===== src/rtl/seg_pkg.sv =====
// Shared display definitions: blank pattern, hex-to-segment table and scan FSM encoding.
package seg_pkg;

   localparam logic [7:0] SEG_BLANK = 8'hFF;

   // Active-low g..a patterns; entry 0 is the least significant element.
   localparam logic [15:0][6:0] SEG_HEX_TABLE = {
      7'h0E, 7'h06, 7'h21, 7'h46,   // F E d C
      7'h03, 7'h08, 7'h10, 7'h00,   // b A 9 8
      7'h78, 7'h02, 7'h12, 7'h19,   // 7 6 5 4
      7'h30, 7'h24, 7'h79, 7'h40    // 3 2 1 0
   };

   typedef enum logic {
      ST_BLANK = 1'b0,
      ST_SHOW  = 1'b1
   } scan_state_e;

endpackage


===== src/rtl/seg7_decode.sv =====
// Combinational hex nibble to active-low 7-segment (g..a) decoder.
module seg7_decode
   import seg_pkg::*;
(
   input  logic [3:0] nibble,
   output logic [6:0] seg_c
);

   assign seg_c = SEG_HEX_TABLE[nibble];

endmodule


===== src/rtl/seg_scan_driver.sv =====
// Multiplexed 7-segment scan driver with double-buffered display data,
// per-slot anti-ghost blanking and per-digit blink.
module seg_scan_driver
   import seg_pkg::*;
#(
   parameter int unsigned NUM_DIGITS   = 8,
   parameter int unsigned SCAN_DIV     = 50000,
   parameter int unsigned BLANK_CYCLES = 16,
   parameter int unsigned BLINK_FRAMES = 64
) (
   input  logic                    clk,
   input  logic                    reset,
   input  logic [4*NUM_DIGITS-1:0] digits_in,
   input  logic [NUM_DIGITS-1:0]   dp_in,
   input  logic [NUM_DIGITS-1:0]   blink_en,
   input  logic                    load,
   output logic                    pending,
   output logic                    frame_start,
   output logic [NUM_DIGITS-1:0]   dig_sel,
   output logic [7:0]              seg
);

   localparam int unsigned IDX_W   = (NUM_DIGITS > 1) ? $clog2(NUM_DIGITS) : 1;
   localparam int unsigned SLOT_W  = $clog2(SCAN_DIV);
   localparam int unsigned FRAME_W = $clog2(BLINK_FRAMES + 1);
   localparam int unsigned DIG_W   = 4 * NUM_DIGITS;

   localparam logic [SLOT_W-1:0]  LAST_SLOT  = SLOT_W'(SCAN_DIV - 1);
   localparam logic [SLOT_W-1:0]  BLANK_END  = SLOT_W'(BLANK_CYCLES);
   localparam logic [IDX_W-1:0]   LAST_IDX   = IDX_W'(NUM_DIGITS - 1);
   localparam logic [FRAME_W-1:0] FRAME_WRAP = FRAME_W'(BLINK_FRAMES);

   scan_state_e            state_q, state_d;
   logic [SLOT_W-1:0]      slot_cnt_q, slot_cnt_d;
   logic [IDX_W-1:0]       idx_q, idx_d;
   logic [FRAME_W-1:0]     frame_cnt_q, frame_cnt_d;
   logic                   blink_phase_q, blink_phase_d;
   logic                   frame_start_q, frame_start_d;
   logic                   pending_q, pending_d;
   logic [DIG_W-1:0]       stg_dig_q, stg_dig_d;
   logic [NUM_DIGITS-1:0]  stg_dp_q, stg_dp_d;
   logic [NUM_DIGITS-1:0]  stg_blink_q, stg_blink_d;
   logic [DIG_W-1:0]       act_dig_q, act_dig_d;
   logic [NUM_DIGITS-1:0]  act_dp_q, act_dp_d;
   logic [NUM_DIGITS-1:0]  act_blink_q, act_blink_d;
   logic [NUM_DIGITS-1:0]  dig_sel_q, dig_sel_d;
   logic [7:0]             seg_q, seg_d;

   logic                   frame_end;
   logic [FRAME_W-1:0]     frame_inc;
   logic [3:0]             nib_sel;
   logic                   dp_sel;
   logic                   blink_sel;
   logic [6:0]             seg_hex_c;

   always_ff @(posedge clk or posedge reset) begin
      if (reset) begin
         state_q       <= ST_BLANK;
         slot_cnt_q    <= '0;
         idx_q         <= '0;
         frame_cnt_q   <= '0;
         blink_phase_q <= 1'b0;
         frame_start_q <= 1'b0;
         pending_q     <= 1'b0;
         stg_dig_q     <= '0;
         stg_dp_q      <= '0;
         stg_blink_q   <= '0;
         act_dig_q     <= '0;
         act_dp_q      <= '0;
         act_blink_q   <= '0;
         dig_sel_q     <= '1;
         seg_q         <= SEG_BLANK;
      end else begin
         state_q       <= state_d;
         slot_cnt_q    <= slot_cnt_d;
         idx_q         <= idx_d;
         frame_cnt_q   <= frame_cnt_d;
         blink_phase_q <= blink_phase_d;
         frame_start_q <= frame_start_d;
         pending_q     <= pending_d;
         stg_dig_q     <= stg_dig_d;
         stg_dp_q      <= stg_dp_d;
         stg_blink_q   <= stg_blink_d;
         act_dig_q     <= act_dig_d;
         act_dp_q      <= act_dp_d;
         act_blink_q   <= act_blink_d;
         dig_sel_q     <= dig_sel_d;
         seg_q         <= seg_d;
      end
   end

   // Scan counters, blink timing, staging/active buffering and BLANK/SHOW state.
   always_comb begin
      slot_cnt_d    = slot_cnt_q + SLOT_W'(1);
      idx_d         = idx_q;
      frame_cnt_d   = frame_cnt_q;
      blink_phase_d = blink_phase_q;
      pending_d     = pending_q;
      stg_dig_d     = stg_dig_q;
      stg_dp_d      = stg_dp_q;
      stg_blink_d   = stg_blink_q;
      act_dig_d     = act_dig_q;
      act_dp_d      = act_dp_q;
      act_blink_d   = act_blink_q;
      state_d       = state_q;
      frame_inc     = frame_cnt_q + FRAME_W'(1);
      frame_end     = (slot_cnt_q == LAST_SLOT) && (idx_q == LAST_IDX);
      frame_start_d = frame_end;

      if (slot_cnt_q == LAST_SLOT) begin
         slot_cnt_d = '0;
         idx_d      = (idx_q == LAST_IDX) ? '0 : idx_q + IDX_W'(1);
      end

      if (frame_end) begin
         if (frame_inc == FRAME_WRAP) begin
            frame_cnt_d   = '0;
            blink_phase_d = ~blink_phase_q;
         end else begin
            frame_cnt_d = frame_inc;
         end
      end

      // A load on the frame edge bypasses staging so it is never left pending.
      if (load) begin
         stg_dig_d   = digits_in;
         stg_dp_d    = dp_in;
         stg_blink_d = blink_en;
      end
      if (frame_end && load) begin
         act_dig_d   = digits_in;
         act_dp_d    = dp_in;
         act_blink_d = blink_en;
         pending_d   = 1'b0;
      end else if (frame_end && pending_q) begin
         act_dig_d   = stg_dig_q;
         act_dp_d    = stg_dp_q;
         act_blink_d = stg_blink_q;
         pending_d   = 1'b0;
      end else if (load) begin
         pending_d   = 1'b1;
      end

      case (state_q)
         ST_BLANK: if (slot_cnt_d == BLANK_END) state_d = ST_SHOW;
         ST_SHOW:  if (slot_cnt_d == '0)        state_d = ST_BLANK;
         default:  state_d = ST_BLANK;
      endcase
   end

   // Select the next cycle's digit data so the output flops line up with the counters.
   always_comb begin
      nib_sel   = 4'h0;
      dp_sel    = 1'b0;
      blink_sel = 1'b0;
      for (int i = 0; i < NUM_DIGITS; i++) begin
         if (idx_d == IDX_W'(i)) begin
            nib_sel   = act_dig_d[4*i +: 4];
            dp_sel    = act_dp_d[i];
            blink_sel = act_blink_d[i];
         end
      end
   end

   seg7_decode u_decode (
      .nibble (nib_sel),
      .seg_c  (seg_hex_c)
   );

   always_comb begin
      dig_sel_d = '1;
      seg_d     = SEG_BLANK;
      if (state_d == ST_SHOW) begin
         dig_sel_d = ~(NUM_DIGITS'(1) << idx_d);
         if (!(blink_phase_d && blink_sel)) begin
            seg_d = {~dp_sel, seg_hex_c};
         end
      end
   end

   assign pending     = pending_q;
   assign frame_start = frame_start_q;
   assign dig_sel     = dig_sel_q;
   assign seg         = seg_q;

endmodule

===== config.mk =====
export PLATFORM = sky130hd
export DESIGN_NAME = seg_scan_driver
export DESIGN_NICKNAME = d
export VERILOG_FILES = /design/src/rtl/seg_pkg.sv /design/src/rtl/seg7_decode.sv /design/src/rtl/seg_scan_driver.sv
export SDC_FILE = /design/constraint.sdc
export NUM_CORES = 1
export LEC_CHECK = 0
export CAP_MARGIN = 30
export CELL_PAD_IN_SITES_DETAIL_PLACEMENT = 1
export CELL_PAD_IN_SITES_GLOBAL_PLACEMENT = 1
export CORE_UTILIZATION = 49
export DETAILED_ROUTE_END_ITERATION = 8
export PLACE_DENSITY = 0.93
export SLEW_MARGIN = 10
export SYNTH_ARGS = -nofsm -noshare
export SYNTH_HDL_FRONTEND = slang
export SYNTH_SLANG_ARGS = --single-unit

===== constraint.sdc =====
create_clock -name clk -period 9.7 [get_ports clk]
set_clock_uncertainty 0.2 [all_clocks]
set_input_delay 2.91 -clock clk [delete_from_list [all_inputs] [get_ports clk]]
set_output_delay 2.91 -clock clk [all_outputs]
set_load 0.01 [all_outputs]

==> flow_summary.json <==
{
  "cts_setup_buffers": 0,
  "mostFrequentLayoutCells": "126 x dfrtp_1, 67 x clkdlybuf4s50_1, 64 x nand2_1, 64 x nor2_1, 42 x o22ai_1",
  "wl_met1_um": 9118,
  "ctsResizeCount": 0,
  "start_util_pct": 50.74,
  "synth_seq_area_share_pct": 50.34,
  "ys_top_cells_by_area": "dfrtp_1 44%, dfstp_2 5.9%, mux2_2 5.1%",
  "wirelength_um": 22920,
  "wl_met3_um": 1233,
  "crit_path_end": "seg[3]$_DFF_PP1_",
  "grt_usage_pct": 32.65,
  "setup_viol": 0,
  "io_pins": 69,
  "synth.largest_area_cell": "dfrtp_1",
  "ys.flop_type": "dfrtp_1",
  "max_stage_delay_ps": 660,
  "endpoint_kind": "flip-flop",
  "place_hpwl_um": 14750,
  "antenna_found_initial": 0,
  "dr.first_iter.drc_count": 565,
  "timing.hold.ws_ps": 291.0,
  "coreArea_sq_um": 13990,
  "drive_gt1_share_pct": 13.91,
  "r2r_end": "seg[3]$_DFF_PP1_",
  "nets": 811,
  "clockBufferDepth": 2,
  "max_freq_mhz": 148.1,
  "ant_nets": 0,
  "crit_family": "buffers and inverters",
  "dp_slack_ps": 2758,
  "critical_path_buf_inv_count": 5,
  "final_common_cell": "dfrtp_1",
  "critical_path.startpoint": "load",
  "synth-edff-count": 0,
  "fp.dieW_um": 122.4,
  "grt_pass1_vias": 6738,
  "setup.worst_path.class": "in2reg",
  "period_share_pct": 69.62,
  "viasPerCell": 6.494,
  "gp_congestion": 0.8930,
  "cts_tree": "built",
  "synth_area_sq_um": 7098,
  "period_needed_ps": 6754,
  "path_cells": "buf_2 > buf_4 > inv_1 > buf_4 > and3_1 > mux2i_1 > nand2_1 > a22oi_1 > o211ai_1 > a32oi_1 > inv_1 > ha_1 > mux2_1 > mux2i_1 > nand2_1",
  "firstDrtPassIters": 7,
  "synthToLayoutAreaGrowth_pct": 20.17,
  "cp_max_fo": 57,
  "cts_buffers": 17,
  "required_ps": 9850,
  "drc": 0,
  "synth_nets": 756,
  "grt_pass1_wl_um": 36460,
  "htreeDepth": 4,
  "peakVddDrop_v": 0.0001345,
  "async_flop_share_pct": 100.0,
  "fillCellCount": 1476,
  "drv_cap": 0,
  "cts.sinks": 142,
  "finalWorstSetupSlack_ps": 2946,
  "cts_hold_buf": 0,
  "die_h_um": 122.4,
  "rows": 43,
  "synth_top_area_share_pct": 44.42,
  "setup_tns_ps": 0,
  "ys_warn_count": 0,
  "overflow": 0,
  "clkTransAtPathRegs_ps": 60,
  "highest_layer": "met4",
  "start_kind": "input pin",
  "route.met2.wl_um": 11750,
  "min_path_type": "reg2reg",
  "grt_max_degree": 82,
  "reg2reg_from": "idx_q[0]$_DFF_PP0_",
  "slowest_stage": "buf_4",
  "rsz0062_at_grt": "no",
  "ff2ff_setup_slack_ps": 4420,
  "clock_latency_ps": 440,
  "power.total_mw": 1.415,
  "numPortBuffers": 68,
  "postSynthCellCount": 694,
  "synth_area_per_cell_sq_um": 10.23,
  "status": "complete, no violations",
  "ys_ff_latch": 142,
  "dieArea_sq_um": 14970,
  "avgRoutedWirePerCell_um": 24.34,
  "leakagePower_nw": 3.790,
  "cp_data_arrival_time_ps": 6900,
  "drv_slew": 0,
  "ys_types": 62,
  "vias": 6117,
  "worst_pin_slew_ps": 863.9,
  "worstRegToRegCells": 16,
  "hold_violations": 0,
  "path_depth": 15,
  "power_density_nw_per_um2": 165.9,
  "hp-start": "stg_dig_q[23]$_DFFE_PP0P_",
  "diodes": 0,
  "cts_root_buf": "clkbuf_16",
  "slew_headroom_pct": 42.40
}
## power by group
group          total, mW  internal [mW]  switching (mW)  leakage [nW]
Clock              0.713          0.450           0.263         0.302
Combinational     0.0777         0.0370          0.0407          1.75
Sequential         0.624          0.613          0.0115          1.74
Total               1.41           1.10           0.315          3.79
## flip-flops by register name, summed over array words and instances (netlist names), 3 cells and up
register and cells:
act_blink_q 8, act_dig_q 32, act_dp_q 8, dig_sel 8, frame_cnt_q 7, idx_q 3
seg 8, slot_cnt_q 16, stg_blink_q 8, stg_dig_q 32, stg_dp_q 8
## cells by family (layout without fill, tap and decap cells)
family | after synthesis | after routing | share of synthesized area [%]
adder cells (fa/ha/maj) | 11 | 11 | 1.939
XOR/XNOR | 21 | 21 | 2.591
buffers and inverters | 75 | 143 | 4.724
multiplexers | 53 | 53 | 8.584
AO/OA/AOI/OAI | 184 | 184 | 17.49
AND/OR/NAND/NOR | 208 | 208 | 14.33
flip-flops | 142 | 142 | 50.34
## final cells by class
type | instances | area [sq um] | area share, %
repair buffers | 79 | 778.2 | 9.124
clock buffers | 22 | 474.2 | 5.560
clock inverters | 10 | 161.4 | 1.892
flip-flops and latches | 142 | 3573 | 41.90
multi-input cells | 477 | 3189 | 37.39
well taps | 180 | 225.2 | 2.640
inverters | 32 | 127.6 | 1.496
## metal layers
metal / global-route usage, % / vias to the layer above
met2: 56.25 / 266
met1: 39.13 / 3134
met5: 0 / -
met3: 5.901 / 82
met4: 16.23 / 0
li1: - / 2635
## worst min-delay path by stage
stage	slack, ps	end	cells after the start
finish	290	stg_dig_q[23]$_DFFE_PP0P_	1
global route	310	stg_dig_q[26]$_DFFE_PP0P_	1
CTS	290	stg_dig_q[23]$_DFFE_PP0P_	1
detailed placement	270	stg_dig_q[23]$_DFFE_PP0P_	1
global placement	260	stg_dig_q[20]$_DFFE_PP0P_	1
floorplan	240	blink_phase_q$_DFF_PP0_	1
## worst register-to-register path, delay by kind of cell (launching register included)
| family | cells | cell delay (ps) |
|---|---|---|
| AOI/OAI and AO/OA | 3 | 950 |
| adders and majority gates | 3 | 690 |
| buffers and inverters | 3 | 1050 |
| DFF | 1 | 480 |
| muxes | 3 | 810 |
| and+or+nand+nor | 4 | 1040 |
## through the flow
| step | std cells | utilization, % | area (sq um) |
|---|---|---|---|
| final | 942 | 60.98 | 8529 |
| after global routing | 942 | 60.98 | 8529 |
| after CTS | 941 | 60.78 | 8502 |
| after detailed placement | 909 | 56.23 | 7866 |
| after global placement | 908 | 56.18 | 7859 |
| after floorplan | 694 | - | 7098 |
## cells in the mapped netlist, drive strengths merged, types with 4 or more instances
library cell  instances
nor2                 65
dfstp                16
buf                  23
a21o                  7
and2                  7
o211ai               10
and3                 11
nand4                 7
o21a                  4
xnor2                10
o22ai                42
mux2i                20
xor2                 11
a31oi                12
a32oi                22
nand3                29
nand2                65
o221ai                4
a22oi                 5
inv                  32
clkbuf               20
o21ai                31
dfrtp               126
nor3                  6
nand2b                4
ha                   11
mux2                 33
a21oi                26
No activity file was read; power rests on OpenSTA's default activity.
